==> config.mk <==
export PLATFORM = sky130hd
export DESIGN_NAME = pong_game_ctrl
export DESIGN_NICKNAME = d
export VERILOG_FILES = /design/src/rtl/pong_pkg.sv /design/src/rtl/pong_contact.sv /design/src/rtl/pong_game_ctrl.sv
export SDC_FILE = /design/constraint.sdc
export NUM_CORES = 1
export LEC_CHECK = 0
export CAP_MARGIN = 30
export CORE_ASPECT_RATIO = 1.25
export CORE_UTILIZATION = 40
export CTS_BUF_LIST = sky130_fd_sc_hd__clkbuf_16
export DETAILED_ROUTE_END_ITERATION = 7
export PLACE_DENSITY_LB_ADDON = 0.05
export SKIP_CTS_REPAIR_TIMING = 1
export SYNTH_ARGS = -nofsm -noshare
export SYNTH_HDL_FRONTEND = slang
export SYNTH_SLANG_ARGS = --single-unit
==> constraint.sdc <==
create_clock -name clk -period 2.7 [get_ports clk]
set_input_delay 0.54 -clock clk [delete_from_list [all_inputs] [get_ports clk]]
set_output_delay 0.54 -clock clk [all_outputs]
set_load 0.05 [all_outputs]
==> src/rtl/pong_pkg.sv <==
// Shared Pong definitions: FSM state encodings, winner codes and field constants
// used by the match sequencer, ball mover and paddle movers.
package pong_pkg;

    typedef enum logic [2:0] {
        ST_IDLE  = 3'd0,
        ST_SERVE = 3'd1,
        ST_PLAY  = 3'd2,
        ST_POINT = 3'd3,
        ST_OVER  = 3'd4
    } state_t;

    typedef enum logic [1:0] {
        WIN_NONE  = 2'd0,
        WIN_LEFT  = 2'd1,
        WIN_RIGHT = 2'd2
    } winner_t;

    localparam int SCREEN_WIDTH_DEF  = 640;
    localparam int SCREEN_HEIGHT_DEF = 480;
    localparam int PADDLE_X_1_DEF    = 19;
    localparam int PADDLE_X_2_DEF    = 616;
    localparam int PADDLE_WIDTH_DEF  = 5;
    localparam int PADDLE_HEIGHT_DEF = 60;
    localparam int BALL_SIZE_DEF     = 10;

endpackage

==> src/rtl/pong_contact.sv <==
// Paddle contact detector: flags the ball sitting on a contact column and
// whether its rows overlap the paddle. Overlap math is 11 bits wide so it never wraps.
module pong_contact #(
    parameter int PADDLE_HEIGHT = 60,
    parameter int BALL_SIZE     = 10
) (
    input  logic [9:0] i_ball_x,
    input  logic [8:0] i_ball_y,
    input  logic [8:0] i_paddle_y,
    input  logic [9:0] i_col,
    output logic       o_contact,
    output logic       o_overlap
);

    logic [10:0] w_ball_bot;
    logic [10:0] w_pad_bot;

    assign w_ball_bot = {2'b00, i_ball_y} + 11'(BALL_SIZE);
    assign w_pad_bot  = {2'b00, i_paddle_y} + 11'(PADDLE_HEIGHT);

    assign o_contact = (i_ball_x == i_col);
    assign o_overlap = (w_ball_bot > {2'b00, i_paddle_y}) &&
                       ({2'b00, i_ball_y} < w_pad_bot);

endmodule

==> src/rtl/pong_game_ctrl.sv <==
// Pong match sequencer: serve delay, hit/miss detection, scoring and match end.
// Optional feature macro: PONG_ATTRACT_MODE_EN (ball runs as a demo while IDLE).
module pong_game_ctrl
    import pong_pkg::*;
#(
    parameter int SCREEN_WIDTH  = SCREEN_WIDTH_DEF,
    parameter int PADDLE_X_1    = PADDLE_X_1_DEF,
    parameter int PADDLE_X_2    = PADDLE_X_2_DEF,
    parameter int PADDLE_WIDTH  = PADDLE_WIDTH_DEF,
    parameter int PADDLE_HEIGHT = PADDLE_HEIGHT_DEF,
    parameter int BALL_SIZE     = BALL_SIZE_DEF,
    parameter int SERVE_DELAY   = 50_000_000,
    parameter int WIN_SCORE     = 7
) (
    input  logic        clk,
    input  logic        reset,
    input  logic        i_start,
    input  logic [9:0]  i_ball_x,
    input  logic [8:0]  i_ball_y,
    input  logic [8:0]  i_paddle1_y,
    input  logic [8:0]  i_paddle2_y,
    output logic [31:0] o_ctrl,
    output logic [3:0]  o_score1,
    output logic [3:0]  o_score2,
    output logic [1:0]  o_winner,
    output logic        o_hit,
    output logic [2:0]  o_state
);

    localparam logic [9:0]  COL_L    = 10'(PADDLE_X_1 + PADDLE_WIDTH - 1);
    localparam logic [9:0]  COL_R    = 10'(PADDLE_X_2 - BALL_SIZE + 1);
    localparam logic [9:0]  X_CENTRE = 10'(SCREEN_WIDTH / 2 - 1);
    localparam logic [25:0] SD       = 26'(SERVE_DELAY);
    localparam logic [3:0]  WIN4     = 4'(WIN_SCORE);

    state_t      r_state, w_nx_state;
    winner_t     r_winner, w_nx_winner;
    logic [25:0] r_cnt, w_nx_cnt;
    logic [9:0]  r_prev_x;
    logic [3:0]  r_score1, r_score2, w_nx_score1, w_nx_score2;
    logic        r_hit, w_nx_hit;
    logic        r_run, w_nx_run;

    logic w_con_l, w_ov_l, w_con_r, w_ov_r;
    logic w_moved, w_ev_l, w_ev_r;

    pong_contact #(.PADDLE_HEIGHT(PADDLE_HEIGHT), .BALL_SIZE(BALL_SIZE)) u_contact_l (
        .i_ball_x  (i_ball_x),
        .i_ball_y  (i_ball_y),
        .i_paddle_y(i_paddle1_y),
        .i_col     (COL_L),
        .o_contact (w_con_l),
        .o_overlap (w_ov_l)
    );

    pong_contact #(.PADDLE_HEIGHT(PADDLE_HEIGHT), .BALL_SIZE(BALL_SIZE)) u_contact_r (
        .i_ball_x  (i_ball_x),
        .i_ball_y  (i_ball_y),
        .i_paddle_y(i_paddle2_y),
        .i_col     (COL_R),
        .o_contact (w_con_r),
        .o_overlap (w_ov_r)
    );

    // A contact only counts on the cycle the ball arrives at the column.
    assign w_moved = (i_ball_x != r_prev_x);
    assign w_ev_l  = w_moved && w_con_l;
    assign w_ev_r  = w_moved && w_con_r;

    // Next-state, counter, score, winner and registered-output decode.
    always_comb begin
        w_nx_state  = r_state;
        w_nx_cnt    = r_cnt;
        w_nx_score1 = r_score1;
        w_nx_score2 = r_score2;
        w_nx_winner = r_winner;
        w_nx_hit    = 1'b0;
        case (r_state)
            ST_IDLE: begin
`ifdef PONG_ATTRACT_MODE_EN
                if ((w_ev_l && w_ov_l) || (w_ev_r && w_ov_r))
                    w_nx_hit = 1'b1;
`endif
                if (i_start) begin
                    w_nx_score1 = '0;
                    w_nx_score2 = '0;
                    w_nx_winner = WIN_NONE;
                    w_nx_cnt    = '0;
                    w_nx_state  = ST_SERVE;
                end
            end
            ST_SERVE: begin
                if (r_cnt == SD)
                    w_nx_state = ST_PLAY;
                else
                    w_nx_cnt = r_cnt + 26'd1;
            end
            ST_PLAY: begin
                if (w_ev_l) begin
                    if (w_ov_l) begin
                        w_nx_hit = 1'b1;
                    end else begin
                        w_nx_score2 = r_score2 + 4'd1;
                        w_nx_state  = ST_POINT;
                    end
                end else if (w_ev_r) begin
                    if (w_ov_r) begin
                        w_nx_hit = 1'b1;
                    end else begin
                        w_nx_score1 = r_score1 + 4'd1;
                        w_nx_state  = ST_POINT;
                    end
                end
            end
            ST_POINT: begin
                if (r_score1 == WIN4) begin
                    w_nx_winner = WIN_LEFT;
                    w_nx_state  = ST_OVER;
                end else if (r_score2 == WIN4) begin
                    w_nx_winner = WIN_RIGHT;
                    w_nx_state  = ST_OVER;
                end else begin
                    w_nx_cnt   = '0;
                    w_nx_state = ST_SERVE;
                end
            end
            ST_OVER: begin
                if (i_start) begin
                    w_nx_score1 = '0;
                    w_nx_score2 = '0;
                    w_nx_winner = WIN_NONE;
                    w_nx_cnt    = '0;
                    w_nx_state  = ST_SERVE;
                end
            end
            default: w_nx_state = ST_IDLE;
        endcase
`ifdef PONG_ATTRACT_MODE_EN
        w_nx_run = (w_nx_state == ST_PLAY) || (w_nx_state == ST_IDLE);
`else
        w_nx_run = (w_nx_state == ST_PLAY);
`endif
    end

    // State, counters, scores and registered outputs.
    always_ff @(posedge clk) begin
        if (reset) begin
            r_state  <= ST_IDLE;
            r_cnt    <= '0;
            r_prev_x <= X_CENTRE;
            r_score1 <= '0;
            r_score2 <= '0;
            r_winner <= WIN_NONE;
            r_hit    <= 1'b0;
            r_run    <= 1'b0;
        end else begin
            r_state  <= w_nx_state;
            r_cnt    <= w_nx_cnt;
            r_prev_x <= i_ball_x;
            r_score1 <= w_nx_score1;
            r_score2 <= w_nx_score2;
            r_winner <= w_nx_winner;
            r_hit    <= w_nx_hit;
            r_run    <= w_nx_run;
        end
    end

    assign o_ctrl   = {31'd0, r_run};
    assign o_score1 = r_score1;
    assign o_score2 = r_score2;
    assign o_winner = r_winner;
    assign o_hit    = r_hit;
    assign o_state  = r_state;

endmodule
==> flow_summary_export.csv <==
group,metric,value,unit
outcome,status,"complete, no violations",
logic_synthesis,yosysTopAreaCell,"dfxtp_1",
logic_synthesis,synth_common_cells,"51 x dfxtp_1, 41 x ha_1, 41 x xnor2_1",
timing,setup_ws,0.0103,ns
hold_path,hold_class,"register to register",
timing,hold_violations,0,
logic_synthesis,avgSynthCellArea,8.28,sq um
detailed_routing,totalWireLength,9.72,mm
floorplanning,start_util,0.416,
logic_synthesis,ys_types,60,
logic_synthesis,synth_top_area_frac,0.265,
timing,setup-tns-final,0,ns
logic_synthesis,async_flop_share,0,
cts,clk_path_buf_depth,2,
detailed_routing,wl_per_cell,13.8,um
logic_synthesis,synthTopCellsByArea,"dfxtp_1 26%, ha_1 13%, xnor2_1 9.3%",
logic_synthesis,synth_mux_area_frac,0.0107,
placed_design,hpwl,7.63,mm
timing,tightest_slew,0.595,ns
power,powerDensity,400,mW/mm^2
timing,grt_setup_unrepaired,"true",
placed_design,io_buffers,54,
cts,clk_latency,0.29,ns
cells_and_area,area_delta_synth_final,40.3,%
global_route,grt_usage,0.191,
detailed_routing,vias_per_cell,5.08,
worst_setup_path,slowest_stage,"o32a_4",
worst_setup_path,crit_chain,"buf_12 > ha_4 > o21ai_4 > xnor2_2 > ha_1 > and4_1 > a21boi_2 > o311a_1 > o32a_4 > nor3_4 > mux2i_1",
global_route,grt_pass1_vias,3423,
power,leakagePower,2.26,nW
floorplanning,coreArea,0.00927,sq mm
placed_design,dp_worst_setup_slack,-0.911,ns
global_route,grt_max_degree,19,
floorplanning,die_area,0.0100,sq mm
cts,cts_tree,"built",
logic_synthesis,synth_edf_count,0,
logic_synthesis,synthFlopType,"dfxtp_1",
logic_synthesis,synth.most_common_cell,"dfxtp_1",
worst_setup_path,r2r-start,"o_score1[0]$_SDFFE_PP0P_",
timing,slew_viol_final,0,
logic_synthesis,yosysSeqAreaShare,0.265,
detailed_routing,drt_iter0_markers,105,
flow_run,max-cap-violations,0,
detailed_routing,drc,0,
detailed_routing,drtPass1Iterations,4,
worst_setup_path,startpoint_type,"input port",
logic_synthesis,synth-seq-cells,51,
logic_synthesis,netlist_area,0.00386,sq mm
cells_and_area,drive_gt1_frac,0.255,
power,vdd_ir_drop_max,303,uV
placed_design,gp_congestion,0.813,
floorplanning,fp.dieW,89.9,um
hold_path,hp-start,"r_cnt[25]$_SDFFE_PP0P_",
timing,fin_worst_skew,0.0116,ns
worst_setup_path,setup.worst_path.start,"i_ball_y[1]",
global_route,grt_antenna_before_repair,0,
detailed_routing,ant_nets,0,
logic_synthesis,synth_adder_area_share,0.133,
floorplanning,rows,39,
worst_setup_path,path_max_fanout,5,
global_route,grt.overflow.total,0,
cells_and_area,post-route-util,0.584,
cells_and_area,nets,661,
logic_synthesis,synth_xor_area_frac,0.0999,
worst_setup_path,crit_type,"input port to register",
logic_synthesis,yosys.area_share.simple,0.257,
global_route,grt_pass1_wl,15.8,mm
detailed_routing,via_count,3576,
cts,htreeDepth,2,
cts,clkSinkCount,51,
worst_setup_path,cp.required,2.92,ns
logic_synthesis,synth_top_family_by_area,"simple AND/OR/NAND/NOR gates",
logic_synthesis,syn_inst,466,
worst_setup_path,cp-end-kind,"register",
timing,setup_viol,0,
worst_setup_path,slowest_delay,0.42,ns
timing,fin_crit_sh,0.996,
cts,cts_root_buf,"clkbuf_16",
cells_and_area,fillers,860,
timing,max_freq,372,MHz
cts,numCtsBuffers,5,
cells_and_area,antenna_cells,0,
timing,min_period,2.69,ns
logic_synthesis,yosys_warnings,0,
cts,clk_pin_slew_worst_paths,0.07,ns
floorplanning,die_y,112,um
worst_setup_path,worst_ep_arrival_time,2.91,ns
floorplanning,io_pins,86,
logic_synthesis,synth-compound-area-share,0.129,
timing,slew_headroom,0.604,
-- worst max-delay path: cells and delay by family --
family | cells | cell delay, ns
adders and majority gates | 2 | 0.44
AOI/OAI and AO/OA | 4 | 1.09
muxes | 1 | 0.19
xor gates and xnor gates | 1 | 0.14
buffers and inverters | 1 | 0.11
and+or+nand+nor | 2 | 0.39
-- report_power, final --
group	switching (mW)	internal (mW)
clock	0.282	0.440
sequential	0.00839	0.764
combinational	0.378	0.294
total	0.668	1.50
-- path summary, 6_finish.rpt --
kind	to	slack (ns)	depth (start not counted)
worst max-delay path	o_score2[1]$_SDFFE_PP0P_	0.01	11
worst min-delay path	r_cnt[25]$_SDFFE_PP0P_	0.48	2
worst max register to register	r_cnt[20]$_SDFFE_PP0P_	0.36	8
worst min register to register	r_cnt[25]$_SDFFE_PP0P_	0.48	2
-- stage by stage --
| stage | instance area (sq um) | hold WS, ns | std cells | power, mW |
|---|---|---|---|---|
| 2_1_floorplan | 4000 | 0.447 | 496 | 1.18 |
| 3_3_place_gp | 4830 | 0.472 | 685 | 1.36 |
| 3_5_place_dp | 4830 | 0.472 | 685 | 1.37 |
| 4_1_cts | 5000 | 0.482 | 693 | 2.09 |
| 5_1_grt | 5410 | 0.511 | 704 | 2.28 |
| 6_report | 5410 | 0.483 | 704 | 2.17 |
-- layout make-up --
| type | instances | area (sq um) | area share |
|---|---|---|---|
| multi-input cells | 373 | 2870 | 0.530 |
| repair buffers | 121 | 1090 | 0.202 |
| flip-flops and latches | 51 | 1020 | 0.189 |
| well taps | 123 | 154 | 0.0284 |
| clock buffers | 5 | 125 | 0.0231 |
| inverters | 28 | 105 | 0.0194 |
| clock inverters | 3 | 46.3 | 0.00855 |
-- routing by layer --
| metal | routed length [um] | vias to the layer above | part of all wire | global-route usage |
|---|---|---|---|---|
| met4 | 211 | 0 | 0.022 | 0.0634 |
| li1 | - | 1839 | - | - |
| met2 | 4830 | 71 | 0.50 | 0.346 |
| met1 | 4390 | 1652 | 0.45 | 0.232 |
| met5 | 0 | - | 0 | 0 |
| met3 | 296 | 14 | 0.030 | 0.0239 |
-- layout by cell type (no fill, tap or decap), types with 21 or more instances in the layout --
| master | synthesis | routed |
|---|---|---|
| a21oi_1 | 23 | 21 |
| buf_4 | 32 | 61 |
| clkdlybuf4s50_1 | 0 | 31 |
| conb_1 | 1 | 31 |
| dfxtp_1 | 51 | 51 |
| ha_1 | 41 | 34 |
| inv_1 | 28 | 23 |
| nand2_1 | 28 | 26 |
| nor2_1 | 30 | 28 |
| xnor2_1 | 41 | 35 |
-- sequential cells by signal, summed over array words and instances (netlist names) --
name	cells
o_score1	4
o_hit	1
r_cnt	26
r_prev_x	10
o_state	3
r_run	1
o_score2	4
o_winner	2
-- cells by family after synthesis --
kind of cell,count (synthesis)
AND/OR/NAND/NOR,177
AO/OA/AOI/OAI,76
buffers and inverters,72
flip-flops,51
XOR/XNOR,44
adder cells (fa/ha/maj),41
multiplexers,4
other,1
Power figures use the tool's default switching activity.
